===== src/rtl/div_unit_pkg.sv =====
// Shared types and constants for the EX-stage radix-2 restoring divider.
// State codes and ready levels are used by div_unit and by the EX-stage mux.
package div_unit_pkg;

    localparam int DIV_DATA_W = 32;
    localparam int DIV_CNT_W  = 6;

    typedef enum logic [1:0] {
        DIV_FREE    = 2'b00,
        DIV_BY_ZERO = 2'b01,
        DIV_ON      = 2'b10,
        DIV_END     = 2'b11
    } div_state_e;

    localparam logic DIV_RESULT_READY     = 1'b1;
    localparam logic DIV_RESULT_NOT_READY = 1'b0;

endpackage


===== src/rtl/div_unit.sv =====
// Multi-cycle radix-2 restoring divider for DIV/DIVU beside the ALU.
// Returns {remainder, quotient} for HI/LO and stalls the pipe while busy.
module div_unit
    import div_unit_pkg::*;
#(
    parameter int DATA_W = DIV_DATA_W,
    parameter int CNT_W  = DIV_CNT_W
) (
    input  logic                clk,
    input  logic                rst,
    input  logic                start,
    input  logic                signed_div,
    input  logic [DATA_W-1:0]   opdata1,
    input  logic [DATA_W-1:0]   opdata2,
    input  logic                annul,
    output logic [2*DATA_W-1:0] result,
    output logic                ready,
    output logic                stall_req
);

    div_state_e          r_state;
    div_state_e          w_next_state;
    logic [CNT_W-1:0]    r_cnt;
    logic [DATA_W-1:0]   r_rem;
    logic [DATA_W-1:0]   r_quo;
    logic [DATA_W-1:0]   r_divisor;
    logic                r_qsign;
    logic                r_rsign;
    logic [2*DATA_W-1:0] r_result;
    logic                r_ready;

    logic                w_accept;
    logic                w_op1_neg;
    logic                w_op2_neg;
    logic [DATA_W-1:0]   w_abs1;
    logic [DATA_W-1:0]   w_abs2;
    logic [DATA_W:0]     w_rem_sh;
    logic [DATA_W:0]     w_trial;
    logic                w_fit;
    logic [DATA_W-1:0]   w_rem_nx;
    logic [DATA_W-1:0]   w_quo_nx;
    logic [DATA_W-1:0]   w_quo_fix;
    logic [DATA_W-1:0]   w_rem_fix;
    logic                w_last;
    logic                w_abort;

    assign w_accept  = start & ~annul;
    assign w_abort   = annul & (r_state != DIV_FREE);
    assign w_op1_neg = signed_div & opdata1[DATA_W-1];
    assign w_op2_neg = signed_div & opdata2[DATA_W-1];
    assign w_abs1    = w_op1_neg ? -opdata1 : opdata1;
    assign w_abs2    = w_op2_neg ? -opdata2 : opdata2;

    // Restoring step: the extra top bit of the trial is the borrow.
    assign w_rem_sh  = {r_rem, r_quo[DATA_W-1]};
    assign w_trial   = w_rem_sh - {1'b0, r_divisor};
    assign w_fit     = ~w_trial[DATA_W];
    assign w_rem_nx  = w_fit ? w_trial[DATA_W-1:0] : w_rem_sh[DATA_W-1:0];
    assign w_quo_nx  = {r_quo[DATA_W-2:0], w_fit};
    assign w_quo_fix = r_qsign ? -r_quo : r_quo;
    assign w_rem_fix = r_rsign ? -r_rem : r_rem;
    assign w_last    = (r_cnt == CNT_W'(DATA_W));

    always_ff @(posedge clk or posedge rst) begin
        if (rst) begin
            r_state <= DIV_FREE;
        end else begin
            r_state <= w_next_state;
        end
    end

    always_comb begin
        w_next_state = r_state;
        if (w_abort) begin
            w_next_state = DIV_FREE;
        end else begin
            unique case (r_state)
                DIV_FREE: begin
                    if (w_accept) begin
                        w_next_state = (opdata2 == '0) ? DIV_BY_ZERO : DIV_ON;
                    end
                end
                DIV_BY_ZERO: w_next_state = DIV_END;
                DIV_ON: begin
                    if (w_last) begin
                        w_next_state = DIV_END;
                    end
                end
                DIV_END: begin
                    if (!start) begin
                        w_next_state = DIV_FREE;
                    end
                end
            endcase
        end
    end

    always_comb begin
        result    = r_result;
        ready     = r_ready;
        stall_req = start & ~r_ready;
    end

    // An abort only drops ready; the last result stays on the bus.
    always_ff @(posedge clk or posedge rst) begin
        if (rst) begin
            r_cnt     <= '0;
            r_rem     <= '0;
            r_quo     <= '0;
            r_divisor <= '0;
            r_qsign   <= 1'b0;
            r_rsign   <= 1'b0;
            r_result  <= '0;
            r_ready   <= DIV_RESULT_NOT_READY;
        end else if (w_abort) begin
            r_ready <= DIV_RESULT_NOT_READY;
        end else begin
            unique case (r_state)
                DIV_FREE: begin
                    r_ready <= DIV_RESULT_NOT_READY;
                    if (w_accept && (opdata2 != '0)) begin
                        r_cnt     <= '0;
                        r_rem     <= '0;
                        r_quo     <= w_abs1;
                        r_divisor <= w_abs2;
                        r_qsign   <= w_op1_neg ^ w_op2_neg;
                        r_rsign   <= w_op1_neg;
                    end
                end
                DIV_BY_ZERO: begin
                    r_result <= '0;
                end
                DIV_ON: begin
                    if (w_last) begin
                        r_result <= {w_rem_fix, w_quo_fix};
                        r_ready  <= DIV_RESULT_READY;
                    end else begin
                        r_rem <= w_rem_nx;
                        r_quo <= w_quo_nx;
                        r_cnt <= r_cnt + 1'b1;
                    end
                end
                DIV_END: begin
                    if (!start) begin
                        r_result <= '0;
                        r_ready  <= DIV_RESULT_NOT_READY;
                    end else begin
                        r_ready <= DIV_RESULT_READY;
                    end
                end
            endcase
        end
    end

endmodule


===== config.mk =====
export PLATFORM = sky130hd
export DESIGN_NAME = div_unit
export DESIGN_NICKNAME = d
export VERILOG_FILES = /design/src/rtl/div_unit_pkg.sv /design/src/rtl/div_unit.sv
export SDC_FILE = /design/constraint.sdc
export NUM_CORES = 1
export LEC_CHECK = 0
export CORE_MARGIN = 2
export CORE_UTILIZATION = 40
export CTS_CLUSTER_DIAMETER = 200
export CTS_CLUSTER_SIZE = 25
export DETAILED_ROUTE_END_ITERATION = 10
export PLACE_DENSITY = 0.66
export SKIP_CTS_REPAIR_TIMING = 1
export SLEW_MARGIN = 0
export SYNTH_ARGS = -nofsm -noshare
export SYNTH_HDL_FRONTEND = slang
export SYNTH_SLANG_ARGS = --single-unit

===== constraint.sdc =====
create_clock -name clk -period 5.5 [get_ports clk]
set_input_delay 1.1 -clock clk [delete_from_list [all_inputs] [get_ports clk]]
set_output_delay 1.1 -clock clk [all_outputs]
set_load 0.03 [all_outputs]

==> summary.txt <==
Run status
  • Status: complete, no violations

Layout
  • Diode count: 0
  • Final core utilization: 48.7%
  • Filler cells: approximately 2600
  • Cell area after layout: 13500 um2
  • Area growth, synth to finish: 20.0%
  • Layout cells sized above 1: 4.95%
  • # nets final: 1553

Global routing
  • First-pass GRT wire length: 48000 um
  • GRT Util Overall: 20.3%
  • Largest net degree at the start of global routing: 172
  • Vias in the first global route: 9217
  • Initial antenna violation count: 0
  • Total congestion overflow: 0

Route
  • Drt drc: 0
  • Drt pass-1 iters: 5
  • Via density: 5.40
  • Wire per inst: 16.0 um
  • Vias: ~9900
  • ANT nets after route: 0
  • Number of DRC markers in iteration 0: 567
  • Final wirelength: 29300 um

Synth
  • Syn. warnings: 0
  • Synth area leaders: dfrtp_1 (38%), nand2_1 (6.8%), o21ai_0 (6.4%)
  • Top FF cell, synth: dfrtp_1
  • Sequential area share after synthesis: between 30% and 40%
  • Flops & latches, synth: roughly 170
  • EDFF count, synth: 0
  • Synthesized netlist cell count: roughly 1300
  • Syn_nets: 1461
  • Synth unique cells: 66
  • Top-area cell type share of the netlist area: about two fifths
  • Yosys top cell by area: dfrtp_1
  • Mapped Area: 11200 um2
  • Syn_area_per_cell: 8.33 um2
  • Synth async-reset ratio: 100%

Timing
  • Final setup fails: 0
  • Max Fclk: roughly 220 MHz
  • Worst slew pin tran: approximately 1 ns
  • Tmin final: 4.51 ns
  • Setup Skew: roughly 0.012 ns
  • Final worst path period share: 82.0%
  • Max Slew Vio Count: 0
  • Final hold vios: 0
  • RSZ-0062 raised after global routing: false
  • Slew HR: ~33%
  • Setup ws final: 0.989 ns
  • TNS Setup: 0 ns

Placed design
  • Port bufs: 134
  • Cell area after placement: 12900 um2
  • Placer congestion estimate: 0.937
  • Detailed placement HPWL: 21600 um
  • Dpl ws: 0.740 ns

CTS
  • CTS tree: built
  • Reg clk slew, reported paths: 0.07 ns
  • Root Buffer: clkbuf_16
  • Maximum root-to-sink buffer count: 2
  • H-tree levels: 4
  • TritonCTS Buffers: 17
  • CTS sink count: 171
  • Clock latency on the worst-skew pair: around 0.44 ns

Critical path
  • Slowest-stage cell, CP: xor2_2
  • Critical path data arrival time: 4.82 ns
  • CP Capture Type: flip-flop
  • Critical path start-end classification: flip-flop to flip-flop
  • CP Launch Type: flip-flop
  • Data required, critical path: a little under 6 ns
  • Crit-path cells: ha_1, a21oi_1, nand2_1, a211o_1, a31oi_1, o21a_1, o221ai_1, a31o_2, a21oi_2, xor2_2, buf_4, nand3_1, o311ai_0
  • CP peak stage delay: around 0.74 ns
  • Critical Path Fanout Max: 26

Flow run
  • Maxcap violations: 0

Floorplanning
  • Die height: 172 um
  • FP Rows: 61
  • Die Area: 29400 um2
  • Core area: 27700 um2
  • Die width: 172 um
  • I/O Pins: approximately 140
  • Initial Util: ~41%

Pwr
  • Net Sw Frac: 46.1%
  • Power per Cell Area: 472 nW/um2
  • Static Leakage: 5.76 nW
  • Overall Power: approximately 6.4 mW
  • Clock share of power: between 10% and 20%
  • NetSw: between 2 and 3 mW
  • P_int: around 3.4 mW
  • Share of power burned in registers: 32.6%
  • Max VDD drop: between 0.0002 and 0.0003 V
  • Logic pwr share: 48.3%

Min path
  • HP Class: flip-flop to flip-flop
==> cells in the mapped netlist (2+ instances only) <==
master and count:
nand2_1 205, dfrtp_1 171, o21ai_0 144, a21oi_1 108
nor2_1 88, xor2_1 82, xnor2_1 63, inv_1 57
clkbuf_1 56, ha_1 42, nand3_1 42, o31ai_1 29
nor3_1 21, o311ai_0 20, a21o_1 17, or4_1 16
buf_2 14, nand2b_1 14, nor2b_1 12, o211ai_1 10
o41ai_1 10, or3_1 10, a31oi_1 9, mux2i_1 9
nand4_1 9, nor4_1 8, and3_1 7, a211oi_1 6
and2_1 6, a31o_2 5, a32oi_1 5, o21a_1 5
buf_1 4, a41oi_1 3, a221oi_1 2, a22oi_1 2
a311oi_1 2, and4_1 2, o21ai_1 2, o21ai_2 2
o21bai_1 2, o41ai_2 2, or2_2 2, or4_4 2
==> metrics by stage <==
step	hold slack (ns)	std cells
2_1_floorplan	0.450	1349
3_3_place_gp	0.461	1800
3_5_place_dp	0.467	1800
4_1_cts	0.484	1832
5_1_grt	0.507	1832
6_report	0.478	1832
==> worst max-delay path: cells and delay by family (launching register included) <==
kind            cells  cell delay (ns)
compound gates      8             2.17
xor+xnor            1             0.74
fa+ha+maj           1             0.39
buf+inv             1             0.40
flops               1             0.48
simple gates        2             0.21
==> layout by cell type, fill, tap and decap left out, drive strengths merged, types with 17 or more instances in the layout <==
master,synthesis,layout
nor3,22,22
clkdlybuf4s50,0,134
o21ai,148,148
ha,42,42
a21oi,109,109
o311ai,21,21
nor2,88,88
or4,18,18
nand2,205,205
nand3,43,43
o31ai,29,29
dfrtp,171,171
clkbuf,56,17
xnor2,63,63
inv,57,66
a21o,17,17
xor2,83,83
==> registers in the layout (all words and copies together), names as in the netlist <==
| name | flops |
|---|---|
| r_cnt | 6 |
| r_divisor | 32 |
| r_qsign | 1 |
| r_quo | 32 |
| r_rem | 32 |
| r_rsign | 1 |
| r_state | 2 |
| ready | 1 |
| result | 64 |
==> final timing paths <==
check | startpoint | slack (ns) | cells past startpoint | endpoint
worst max-delay path | r_rem[9] | 0.99 | 13 | r_rem[12]
worst min-delay path | result[23] | 0.48 | 2 | result[23]
worst max register to register | r_rem[9] | 0.99 | 13 | r_rem[12]
worst min register to register | result[23] | 0.48 | 2 | result[23]
max in group asynchronous | rst | 3.55 | 3 | result[43]
min in group asynchronous | rst | 1.26 | 3 | r_quo[7]
==> routing by layer <==
layer,track usage (%),routed length [um],vias up
met3,3.04,1310,23
met1,30.2,14900,4679
met5,0,0,-
li1,-,-,4954
met4,4.94,367,0
met2,30.8,12700,241
==> power by group through the flow <==
| stage | sequential [mW] | clock [mW] | combinational [mW] |
|---|---|---|---|
| CTS | 2.08 | 1.24 | 3.09 |
| global route | 2.14 | 1.29 | 3.43 |
| global placement | 2.08 | 0 | 3.03 |
| finish | 2.08 | 1.22 | 3.07 |
| floorplan | 2.23 | 0 | 1.95 |
| detailed placement | 2.10 | 0 | 3.08 |
==> cell type report <==
cell class,count,area (um2),share of cell area (%)
multi-input combinational,1047,6460,47.9
tap,378,473,3.51
sequential,171,4280,31.7
clock buffer,17,425,3.15
inverter,57,218,1.61
timing repair buffer,147,1460,10.9
clock inverter,15,169,1.25
==> logic make-up (layout without fill, tap and decap cells) <==
logic type	after synthesis	in the layout	share of synthesized area, %
AO/OA/AOI/OAI	395	395	21.5
XOR/XNOR	146	146	11.4
adder cells (fa/ha/maj)	43	43	4.86
buffers and inverters	131	236	4.53
flip-flops	171	171	38.1
multiplexers	9	9	0.802
AND/OR/NAND/NOR	454	454	18.8
Power figures use the tool's default switching activity.
